**src/rtl/chi_skew_interface.sv**
```systemverilog
// chi_skew_interface
//   Evaluates one WIDTH-bit Keccak chi row,
//     out[i] = a[i] ^ (~a[i+1] & a[i+2])   (indices mod WIDTH),
//   while each input bit reaches the chi core after its own programmable
//   delay in clock cycles. Every intermediate word applied to the core, and
//   the core's response to it, is visible on trace ports for leakage
//   evaluation.
//
// Ports
//   clk        rising-edge clock
//   rst        asynchronous active-high reset; aborts any evaluation
//   cfg_we     load skew_cfg (accepted only while idle)
//   skew_cfg   field i (bits i*SKW_W +: SKW_W) = arrival skew of input bit i
//   in_valid   request to evaluate in
//   in         new chi input word
//   in_ready   high only while idle
//   core_in    skew-mixed word currently applied to chi (trace)
//   core_out   chi(core_in) (trace)
//   out_valid  one-cycle pulse, out holds a fresh result
//   out        chi(in) of the last completed evaluation
//   sample_cnt completed evaluations, saturating at 16'hFFFF
module chi_skew_interface #(
    parameter int WIDTH    = 5,
    parameter int MAX_SKEW = 3,
    parameter int SKW_W    = 3
) (
    input  logic                   clk,
    input  logic                   rst,
    input  logic                   cfg_we,
    input  logic [WIDTH*SKW_W-1:0] skew_cfg,
    input  logic                   in_valid,
    input  logic [WIDTH-1:0]       in,
    output logic                   in_ready,
    output logic [WIDTH-1:0]       core_in,
    output logic [WIDTH-1:0]       core_out,
    output logic                   out_valid,
    output logic [WIDTH-1:0]       out,
    output logic [15:0]            sample_cnt
);

    // One extra bit over what MAX_SKEW needs, so the cycle counter never wraps.
    localparam int CNT_W = $clog2(MAX_SKEW + 1) + 1;
    localparam logic [CNT_W-1:0] CNT_ZERO = {CNT_W{1'b0}};
    localparam logic [CNT_W-1:0] CNT_ONE  = {{(CNT_W-1){1'b0}}, 1'b1};
    localparam logic [CNT_W-1:0] SKEW_CAP = CNT_W'(MAX_SKEW);

    typedef enum logic [1:0] {
        IDLE = 2'd0,
        RUN  = 2'd1,
        DONE = 2'd2
    } state_t;

    state_t                        state_r, state_next_s;
    logic [WIDTH-1:0]              prev_r, cur_r, out_r, core_in_s;
    logic [WIDTH-1:0][CNT_W-1:0]   skew_r, cfg_skew_s;
    logic [CNT_W-1:0]              max_skew_r, cfg_max_s, cnt_r;
    logic                          out_valid_r;
    logic [15:0]                   sample_cnt_r;

    function automatic logic [WIDTH-1:0] chi_f(input logic [WIDTH-1:0] a);
        logic [WIDTH-1:0] r;
        for (int i = 0; i < WIDTH; i++) begin
            r[i] = a[i] ^ (~a[(i + 1) % WIDTH] & a[(i + 2) % WIDTH]);
        end
        return r;
    endfunction

    // Clamp each programmed skew field and find the largest clamped skew.
    always_comb begin
        cfg_skew_s = {(WIDTH*CNT_W){1'b0}};
        cfg_max_s  = CNT_ZERO;
        for (int i = 0; i < WIDTH; i++) begin
            if (32'(skew_cfg[i*SKW_W +: SKW_W]) > 32'(MAX_SKEW)) begin
                cfg_skew_s[i] = SKEW_CAP;
            end else begin
                cfg_skew_s[i] = CNT_W'(skew_cfg[i*SKW_W +: SKW_W]);
            end
            if (cfg_skew_s[i] > cfg_max_s) begin
                cfg_max_s = cfg_skew_s[i];
            end else begin
                cfg_max_s = cfg_max_s;
            end
        end
    end

    // Word seen by the chi core: a bit switches from its previous value to the
    // new one once the in-run cycle count reaches that bit's skew.
    always_comb begin
        core_in_s = prev_r;
        for (int i = 0; i < WIDTH; i++) begin
            if ((state_r == RUN) && (cnt_r >= skew_r[i])) begin
                core_in_s[i] = cur_r[i];
            end else begin
                core_in_s[i] = prev_r[i];
            end
        end
    end

    // Next-state decode.
    always_comb begin
        state_next_s = state_r;
        case (state_r)
            IDLE: begin
                if (in_valid) begin
                    state_next_s = RUN;
                end else begin
                    state_next_s = IDLE;
                end
            end
            RUN: begin
                if (cnt_r == max_skew_r) begin
                    state_next_s = DONE;
                end else begin
                    state_next_s = RUN;
                end
            end
            DONE:    state_next_s = IDLE;
            default: state_next_s = IDLE;
        endcase
    end

    // State register; out_valid is registered so it is high exactly in DONE.
    always_ff @(posedge clk or posedge rst) begin
        if (rst) begin
            state_r     <= IDLE;
            out_valid_r <= 1'b0;
        end else begin
            state_r     <= state_next_s;
            out_valid_r <= (state_next_s == DONE);
        end
    end

    // Datapath: skew configuration, operand capture, run counter, result and count.
    always_ff @(posedge clk or posedge rst) begin
        if (rst) begin
            prev_r       <= {WIDTH{1'b0}};
            cur_r        <= {WIDTH{1'b0}};
            skew_r       <= {(WIDTH*CNT_W){1'b0}};
            max_skew_r   <= CNT_ZERO;
            cnt_r        <= CNT_ZERO;
            out_r        <= {WIDTH{1'b0}};
            sample_cnt_r <= 16'h0000;
        end else begin
            case (state_r)
                IDLE: begin
                    // Loading skews in the same cycle as a request applies them to it.
                    if (cfg_we) begin
                        skew_r     <= cfg_skew_s;
                        max_skew_r <= cfg_max_s;
                    end
                    if (in_valid) begin
                        cur_r <= in;
                        cnt_r <= CNT_ZERO;
                    end
                end
                RUN: begin
                    if (cnt_r == max_skew_r) begin
                        out_r <= chi_f(cur_r);
                    end else begin
                        cnt_r <= cnt_r + CNT_ONE;
                    end
                end
                DONE: begin
                    prev_r <= cur_r;
                    if (sample_cnt_r != 16'hFFFF) begin
                        sample_cnt_r <= sample_cnt_r + 16'h0001;
                    end
                end
                default: begin
                    cnt_r <= CNT_ZERO;
                end
            endcase
        end
    end

    assign in_ready   = (state_r == IDLE);
    assign core_in    = core_in_s;
    assign core_out   = chi_f(core_in_s);
    assign out_valid  = out_valid_r;
    assign out        = out_r;
    assign sample_cnt = sample_cnt_r;

endmodule
```
**config.mk**
```make
export PLATFORM = sky130hd
export DESIGN_NAME = chi_skew_interface
export DESIGN_NICKNAME = d
export VERILOG_FILES = /design/src/rtl/chi_skew_interface.sv
export SDC_FILE = /design/constraint.sdc
export NUM_CORES = 1
export LEC_CHECK = 0
export BUFFER_PORTS_ARGS = -buffer_cell sky130_fd_sc_hd__buf_2
export CAP_MARGIN = 20
export CORE_MARGIN = 5
export CORE_UTILIZATION = 47
export DETAILED_ROUTE_END_ITERATION = 10
export PLACE_DENSITY = 0.69
export SETUP_SLACK_MARGIN = 0.4
export SYNTH_ARGS = -nofsm -noshare
export SYNTH_HDL_FRONTEND = slang
export SYNTH_SLANG_ARGS = --single-unit
```
**constraint.sdc**
```tcl
create_clock -name clk -period 3.3 [get_ports clk]
set_input_delay 0.165 -clock clk [delete_from_list [all_inputs] [get_ports clk]]
set_output_delay 0.165 -clock clk [all_outputs]
set_load 0.01 [all_outputs]
```
==> flow_summary.json, run 1 <==
{
  "clk_path_buf_depth": 2,
  "synth_edf_count": 0,
  "grt_pass1_vias": 2666,
  "violations": "setup timing",
  "ys_async_sr_fraction_pct": 100,
  "post-dp-hpwl_um": 5120,
  "r2r_cells": 5,
  "ys_seq_area_share_pct": 41.9,
  "antenna_found_initial": 0,
  "drt_iter0_drc": 83,
  "vias": 2631,
  "initial_utilization_pct": 48.3,
  "drt-met1-wl_um": 2990,
  "track_usage_pct": 16.3,
  "max_stage_delay_ns": 0.29,
  "period_needed_ns": 3.86,
  "synthCells": 348,
  "clk_latency_ns": 0.31,
  "status": "finished with violations",
  "grt_start_max_net_pins": 41,
  "relSlewSlack_pct": 46.0,
  "avgSynthCellArea_um2": 9.44,
  "first_pass_iters": 6,
  "pin_count": 57,
  "layout_setup_ws_ns": -0.562,
  "crit_fanout": 5,
  "p_leak_nw": 2.05,
  "wl_met3_um": 261,
  "grt_setup_unrepaired": "yes",
  "worstPathRequired_ns": 3.51,
  "criticalPathCategory": "in2reg",
  "final_layout_size_suffix_gt1_share_pct": 30.1,
  "end_kind": "register",
  "synth.largest_area_cell": "dfrtp_1",
  "hold_viol": 0,
  "die_h_um": 93.6,
  "dominantRegCellSynth": "dfrtp_1",
  "powerDensity_mw_per_mm2": 787,
  "critical-path-top-delay-family": "compound AO/OA/AOI/OAI gates",
  "area_growth_pct": 25.4,
  "ys_seq_elements": 55,
  "drv_cap": 0,
  "max_freq_mhz": 259,
  "core_mm2": 0.00679,
  "ir_drop_v": 0.000380,
  "cp_num_buf_inv": 2,
  "wl_um": 6760,
  "n_antenna_cell": 0,
  "setup_viol": 2,
  "numCtsBuffers": 5,
  "crit_cells": 23,
  "grt_pass1_wl_um": 11500,
  "htree_num_levels": 2,
  "final_antenna_net_count": 0,
  "crit_arrival_ns": 4.07,
  "drc": 0,
  "num-nets-final": 493,
  "root_buffer": "clkbuf_8",
  "crit_path_cell_trace": "buf_2, nor2_4, ha_2, o211a_1, a21oi_2, mux2i_2, ha_1, a32oi_2, mux2i_1, ha_1, nor2b_4, o21ai_2, a32oi_4, buf_6, nor3_4, nor2_1, ha_2, nor2b_1, o21ai_1, a32oi_2, a21oi_2, a21bo_1, a21oi_2",
  "grt.overflow.total": 0,
  "design_power_total_w": 0.00324,
  "wl_per_cell_um": 12.6,
  "yosysWarnings": 0,
  "syn-cell-area_mm2": 0.00328,
  "cp-start-kind": "input pin",
  "dieArea_mm2": 0.00876,
  "rows": 30,
  "place_area_mm2": 0.00387,
  "die_w_um": 93.6,
  "synth_most_common_cell": "dfrtp_1",
  "port-buffer-count": 56,
  "synth.top_cell.area_share_pct": 41.9,
  "synth.distinct_cells": 45,
  "holdCritPathClass": "in2async",
  "synth.area.top_cells": "dfrtp_1 (42%), ha_1 (11%), xnor2_1 (6.1%)",
  "finalClockSkew_ns": 0.0104,
  "top_layer_used": "met4",
  "tritoncts": "yes",
  "design_area_mm2": 0.00412,
  "synth_commonest_cells": "dfrtp_1 (55), nand2_1 (35), nor2_1 (35), inv_1 (31)",
  "worst_pin_slew_ns": 0.809,
  "clkTransAtPathRegs_ns": 0.10,
  "viasPerCell": 4.89,
  "gp_congestion": 0.759,
  "post-route-util_pct": 60.6,
  "cts_sinks": 55,
  "setup_tns_ns": -1.08,
  "slew_violations": 0,
  "finalCritPeriodShare_pct": 117,
  "cp_common_cell": "a21oi_2",
  "slowest_stage": "ha_1",
  "routed-wl-met2_um": 3380,
  "cts_hold_buf": 0
}
==> per-layer routing <==
layer,up-vias,track usage [%]
li1,1355,-
met3,12,3.30
met2,50,29.5
met1,1214,18.8
met5,-,0
met4,0,6.14
==> worst paths after layout <==
check                            start            end  slack, ns
min                                rst      out_valid      0.002
max reg2reg                 state_r[1]  sample_cnt[7]       1.21
min reg2reg                     out[4]         out[4]       0.48
min in group clk                 in[0]       cur_r[0]       0.09
max                        skew_cfg[5]  max_skew_r[1]      -0.56
max in group asynchronous          rst      skew_r[5]       2.56
==> power by group <==
group / switching [W] / total [W] / internal (W) / leakage (nW)
Combinational: 0.000934 / 0.00181 / 0.000875 / 1.30
Sequential: 0.000192 / 0.00107 / 0.000881 / 0.706
Clock: 0.000212 / 0.000361 / 0.000149 / 0.0412
==> state kept, by name, indices dropped and copies added, names as in the netlist <==
name,cells
skew_r,15
cur_r,5
out,5
max_skew_r,3
sample_cnt,16
cnt_r,3
out_valid,1
state_r,2
prev_r,5
==> layout by cell type (no fill, tap or decap), types with 3 or more instances in the layout <==
master / count
and3_1: 5
o21ai_2: 3
buf_4: 28
xor2_1: 6
o21ai_1: 3
nor2b_1: 9
and2_1: 3
buf_6: 6
clkbuf_8: 5
mux2i_1: 3
a31oi_1: 6
buf_2: 54
ha_1: 26
inv_2: 3
mux2_2: 6
nand4_1: 9
o21ai_0: 22
dfrtp_1: 55
a21o_1: 6
a21oi_2: 3
nand3_1: 6
nor2_1: 33
a211o_1: 5
nand2b_1: 6
nand2_1: 34
inv_1: 29
conb_1: 8
xnor2_1: 23
==> cells by family (layout without fill, tap and decap cells) <==
kind of cell,count (synthesis),after routing,synth area share [%]
AOI/OAI and AO/OA,62,62,12.3
xor gates and xnor gates,30,30,8.23
adders and majority gates,28,28,10.7
buffers and inverters,40,128,4.72
DFF,55,55,41.9
muxes,10,10,3.39
other,2,8,0.229
and+or+nand+nor,121,121,18.5
==> metrics by stage <==
step | std cells | setup WS, ns | hold slack, ns
2_1_floorplan | 354 | -0.646 | 0.317
3_3_place_gp | 519 | -0.727 | 0.374
3_5_place_dp | 519 | -0.982 | 0.379
4_1_cts | 536 | -0.483 | 0.0275
5_1_grt | 538 | -0.721 | 0.0749
6_report | 538 | -0.562 | 0.00184
==> layout make-up <==
cell class / instances / area [µm²]
fill: 587 / 2680
multi-input combinational: 259 / 1870
sequential: 55 / 1380
timing repair buffer: 88 / 548
inverter: 32 / 120
tap: 96 / 120
clock buffer: 6 / 72.6
clock inverter: 2 / 12.5
==> timing repair <==
item                                    4_1_cts  5_1_grt
endpoints found under the setup margin        2        2
resized for setup                             9       14
pin swaps                                    13       13
setup buffers                                 9        2
No activity file was read; power rests on OpenSTA's default activity.
==> run 2, diff against run 1 <==
SKIP_LAST_GASP = 1   (was default)
clock period = 4.57 ns   (was 3.3 ns; I/O delays follow)
==> flow_summary.json, run 2 (synthesized netlist as in run 1, its figures left out) <==
{
  "area_growth_pct": 19.9,
  "crit_fanout": 5,
  "grt_pass1_vias": 2433,
  "htree_num_levels": 2,
  "num-nets-final": 471,
  "finalClockSkew_ns": 0.00321,
  "vias": 2549,
  "cp_common_cell": "ha_1",
  "dieArea_mm2": 0.00876,
  "final_antenna_net_count": 0,
  "relSlewSlack_pct": 36.4,
  "drv_cap": 0,
  "timing.rr.end": "out[3]",
  "grt_pass1_wl_um": 10700,
  "grt_setup_unrepaired": "no",
  "cp-start-kind": "input pin",
  "powerDensity_mw_per_mm2": 582,
  "grt.overflow.total": 0,
  "clk_latency_ns": 0.30,
  "cts_sinks": 55,
  "drt_iter0_drc": 60,
  "clkTransAtPathRegs_ns": 0.09,
  "final_common_cell": "buf_2",
  "worstReg2RegStart": "state_r[0]",
  "n_antenna_cell": 0,
  "hold_viol": 0,
  "first_pass_iters": 4,
  "p_leak_nw": 1.94,
  "layout_common_cells": "buf_2 (56), dfrtp_1 (55), nand2_1 (34), nor2_1 (33), inv_1 (29)",
  "post-dp-hpwl_um": 4790,
  "crit_path_cell_trace": "buf_2, nor2_2, ha_1, o211a_1, a21oi_2, mux2i_2, ha_4, a32oi_4, mux2i_2, ha_1, buf_4, a32oi_4, inv_2, nand2_2, o21ai_2, ha_1, nor2b_1, o21ai_1, a32oi_2, a21oi_1, a21bo_1, a21oi_2",
  "antenna_found_initial": 0,
  "pin_count": 57,
  "core_mm2": 0.00679,
  "initial_utilization_pct": 48.3,
  "worst_pin_slew_ns": 0.951,
  "root_buffer": "clkbuf_8",
  "cp_num_buf_inv": 3,
  "stdcell_count": 516,
  "setup_tns_ns": 0,
  "startpoint": "skew_cfg[5]",
  "max_freq_mhz": 249,
  "tritoncts": "yes",
  "r2r_cells": 4,
  "wl_per_cell_um": 12.5,
  "critical-path-top-delay-family": "compound AO/OA/AOI/OAI gates",
  "holdCritPathClass": "in2async",
  "port-buffer-count": 56,
  "rows": 30,
  "largest_register_ff_count": 16,
  "numCtsBuffers": 5,
  "max_stage_delay_ns": 0.31,
  "fillCellCount": 618,
  "worst_hold_slack_ns": 0.0990,
  "design_power_total_w": 0.00229,
  "clk_path_buf_depth": 2,
  "setup_viol": 0,
  "final_layout_size_suffix_gt1_share_pct": 26.4,
  "grt_start_max_net_pins": 56,
  "gp_congestion": 0.807,
  "track_usage_pct": 14.9,
  "drc": 0,
  "period_needed_ns": 4.02,
  "dp.cells": 501,
  "die_h_um": 93.6,
  "end_kind": "register",
  "status": "completed",
  "slowest_stage": "mux2i_2",
  "rrSetupSlack_ns": 2.33,
  "worstPathRequired_ns": 4.81,
  "wl_um": 6430,
  "viasPerCell": 4.94,
  "criticalPathCategory": "in2reg",
  "finalCritPeriodShare_pct": 87.9,
  "crit_arrival_ns": 4.26,
  "slew_violations": 0,
  "ir_drop_v": 0.000264,
  "die_w_um": 93.6
}
run 2: cell count changes in the layout (fill, tap and decap cells not counted), moves of 2 or more:
cell / previous run / this run
buf_4: 28 / 10
clkinv_2: 1 / 3
buf_2: 54 / 56
buf_6: 6 / 0
ha_2: 2 / 0
run 2: worst max path at each step:
stage / endpoint / slack [ns] / cells after the start
3_5_place_dp: max_skew_r[1] / -0.02 / 23
4_1_cts: max_skew_r[1] / 0.41 / 25
6_report: max_skew_r[1] / 0.55 / 22
3_3_place_gp: max_skew_r[1] / 0.15 / 23
2_1_floorplan: max_skew_r[1] / 0.44 / 23
5_1_grt: max_skew_r[1] / 0.28 / 25
run 2: area by class of cell:
cell class	instances	area, µm²	share of cell area, %
multi-input combinational	259	1880	47.8
sequential	55	1380	35.0
timing repair buffer	66	355	9.02
inverter	32	120	3.05
tap	96	120	3.05
clock buffer	5	68.8	1.75
clock inverter	3	15.0	0.381
run 2: where the power goes:
group	internal [W]	total (W)	leakage, nW	switching, W
Sequential	0.000636	0.000772	0.706	0.000136
Clock	0.000105	0.000257	0.0477	0.000152
Combinational	0.000593	0.00126	1.19	0.000668
Total	0.00133	0.00229	1.94	0.000956
run 2: through the flow:
stage	cell area [µm²]	setup WS, ns	util (%)
floorplan	3310	0.438	-
global placement	3700	0.148	54.5
detailed placement	3700	-0.0159	54.5
CTS	3820	0.406	56.2
global route	3940	0.278	58.0
finish	3940	0.552	58.0
run 2: timing repair:
action / 4_1_cts / 5_1_grt
buffers inserted: 0 / 7
gates resized for setup: 5 / 21
pin swaps: 0 / 9
endpoints found under the setup margin: 2 / 2
hold buffers: 0 / 0
run 2: worst min-delay path: stages:
cell and delay (ns):
buf_2 0.10, inv_2 0.03, buf_4 0.53
run 2: layer usage:
metal / global-route usage, % / part of all wire, % / routed length (µm) / up-vias
li1: - / - / - / 1316
met1: 19.2 / 44 / 2840 / 1168
met2: 25.4 / 49 / 3180 / 58
met3: 2.90 / 5.0 / 324 / 7
met4: 4.69 / 1.3 / 84 / 0
met5: 0 / 0 / 0 / -
==> run 3, diff against run 2 <==
--- a/config.mk
+++ b/config.mk
@@ -9,7 +9,8 @@
 export CAP_MARGIN = 20
 export CORE_MARGIN = 5
-export CORE_UTILIZATION = 47
+export CORE_UTILIZATION = 61
 export DETAILED_ROUTE_END_ITERATION = 10
-export PLACE_DENSITY = 0.69
+export GPL_ROUTABILITY_DRIVEN = 0
+export PLACE_DENSITY = 0.86
 export SETUP_SLACK_MARGIN = 0.4
 export SKIP_LAST_GASP = 1
==> constraint.sdc (replaced) <==
create_clock -name clk -period 4.57 [get_ports clk]
set_input_delay 0.2285 -clock clk [delete_from_list [all_inputs] [get_ports clk]]
set_output_delay 0.2285 -clock clk [all_outputs]
set_load 0.05 [all_outputs]
==> flow_summary.json, run 3 (synthesized netlist as in run 1, its figures left out) <==
{
  "status": "completed",
  "clk_path_buf_depth": 2,
  "grt_pass1_vias": 2598,
  "grt.overflow.total": 0,
  "max_stage_delay_ns": 0.38,
  "crit_arrival_ns": 4.38,
  "layout_common_cells": "dfrtp_1 (55), buf_2 (53), nand2_1 (34), nor2_1 (33), inv_1 (28)",
  "first_pass_iters": 5,
  "hold_depth": 2,
  "antenna_found_initial": 0,
  "numCtsBuffers": 5,
  "viasPerCell": 5.39,
  "clkTransAtPathRegs_ns": 0.10,
  "htree_num_levels": 2,
  "worst_hold_slack_ns": 0.146,
  "relSlewSlack_pct": 34.1,
  "final_antenna_net_count": 0,
  "drt_iter0_drc": 101,
  "wl_per_cell_um": 13.9,
  "final_layout_size_suffix_gt1_share_pct": 27.3,
  "criticalPathCategory": "in2reg",
  "end_kind": "register",
  "dieArea_mm2": 0.00695,
  "clk_latency_ns": 0.31,
  "ir_drop_v": 0.000992,
  "grt_pass1_wl_um": 11800,
  "period_needed_ns": 4.18,
  "pin_count": 57,
  "cts_sinks": 55,
  "cp-start-kind": "input pin",
  "rows": 26,
  "num-nets-final": 473,
  "finalCritPeriodShare_pct": 91.5,
  "wl_um": 6860,
  "setup_tns_ns": 0,
  "hold_start": "in[4]",
  "finalClockSkew_ns": 0.00790,
  "final_common_cell": "dfrtp_1",
  "hold_viol": 0,
  "initial_utilization_pct": 63.5,
  "port-buffer-count": 56,
  "post-dp-hpwl_um": 5010,
  "powerDensity_mw_per_mm2": 736,
  "core_mm2": 0.00517,
  "startpoint": "skew_cfg[0]",
  "vias": 2650,
  "crit_fanout": 4,
  "die_h_um": 83.4,
  "cp_common_cell": "o21ai_1",
  "setup_viol": 0,
  "largest_register_ff_count": 16,
  "rrSetupSlack_ns": 2.35,
  "area_growth_pct": 20.9,
  "max_freq_mhz": 239,
  "track_usage_pct": 20.5,
  "grt_start_max_net_pins": 44,
  "drc": 0,
  "tritoncts": "yes",
  "worstReg2RegStart": "state_r[0]",
  "r2r_cells": 4,
  "die_w_um": 83.4,
  "holdCritPathClass": "in2reg",
  "timing.rr.end": "out[4]",
  "p_leak_nw": 1.96,
  "post-route-util_pct": 76.8,
  "n_antenna_cell": 0,
  "drv_cap": 0,
  "hold_end": "cur_r[4]",
  "worstPathRequired_ns": 4.76,
  "slew_violations": 0,
  "grt_setup_unrepaired": "yes",
  "root_buffer": "clkbuf_8",
  "slowest_stage": "mux2i_2",
  "worst_pin_slew_ns": 0.986
}
-- run 3: metrics by stage --
stage / instances / power [W] / setup WS (ns) / instance area (µm²)
floorplan: 354 / 0.00222 / 0.438 / 3310
global placement: 473 / 0.00253 / 0.127 / 3650
detailed placement: 474 / 0.00260 / -0.103 / 3670
CTS: 486 / 0.00290 / 0.403 / 3830
global route: 492 / 0.00314 / 0.0755 / 3970
finish: 492 / 0.00292 / 0.388 / 3970
-- run 3: worst max-delay path by stage --
stage	to	cells past startpoint	slack (ns)
detailed placement	max_skew_r[1]	23	-0.10
finish	max_skew_r[1]	26	0.39
global route	max_skew_r[1]	26	0.08
floorplan	max_skew_r[1]	23	0.44
global placement	max_skew_r[1]	23	0.13
CTS	max_skew_r[1]	25	0.40
-- run 3: layout make-up --
| type | instances | area (µm²) |
|---|---|---|
| clock buffers | 5 | 68.8 |
| flip-flops and latches | 55 | 1380 |
| repair buffers | 68 | 400 |
| clock inverters | 3 | 22.5 |
| inverters | 32 | 120 |
| multi-input cells | 259 | 1900 |
| fillers | 340 | 1200 |
| well taps | 70 | 87.6 |
-- run 3: worst max-delay path, delay by kind of cell --
family,cells,cell delay [ns]
and+or+nand+nor,6,0.61
muxes,2,0.68
buffers and inverters,3,0.32
adders and majority gates,4,0.81
AOI/OAI and AO/OA,11,1.72
-- run 3: per-layer routing --
metal | vias to the layer above | track usage, % | wire length, µm
met4 | 0 | 6.39 | 97
met3 | 10 | 3.86 | 376
met1 | 1260 | 25.0 | 2790
met2 | 61 | 36.3 | 3590
li1 | 1319 | - | -
met5 | - | 0 | 0
-- run 3: power by group --
part / switching, W / leakage [nW] / total, W / internal [W]
combinational: 0.00127 / 1.21 / 0.00187 / 0.000602
sequential: 0.000148 / 0.706 / 0.000784 / 0.000636
clock: 0.000160 / 0.0485 / 0.000270 / 0.000110
total: 0.00158 / 1.96 / 0.00292 / 0.00135
-- run 3: what timing repair did --
action	CTS	global route
hold buffers	1	0
setup buffers	3	6
pin swaps	1	14
resized for setup	6	28
endpoints found under the setup margin	2	2
hold endpoints to repair	12	0
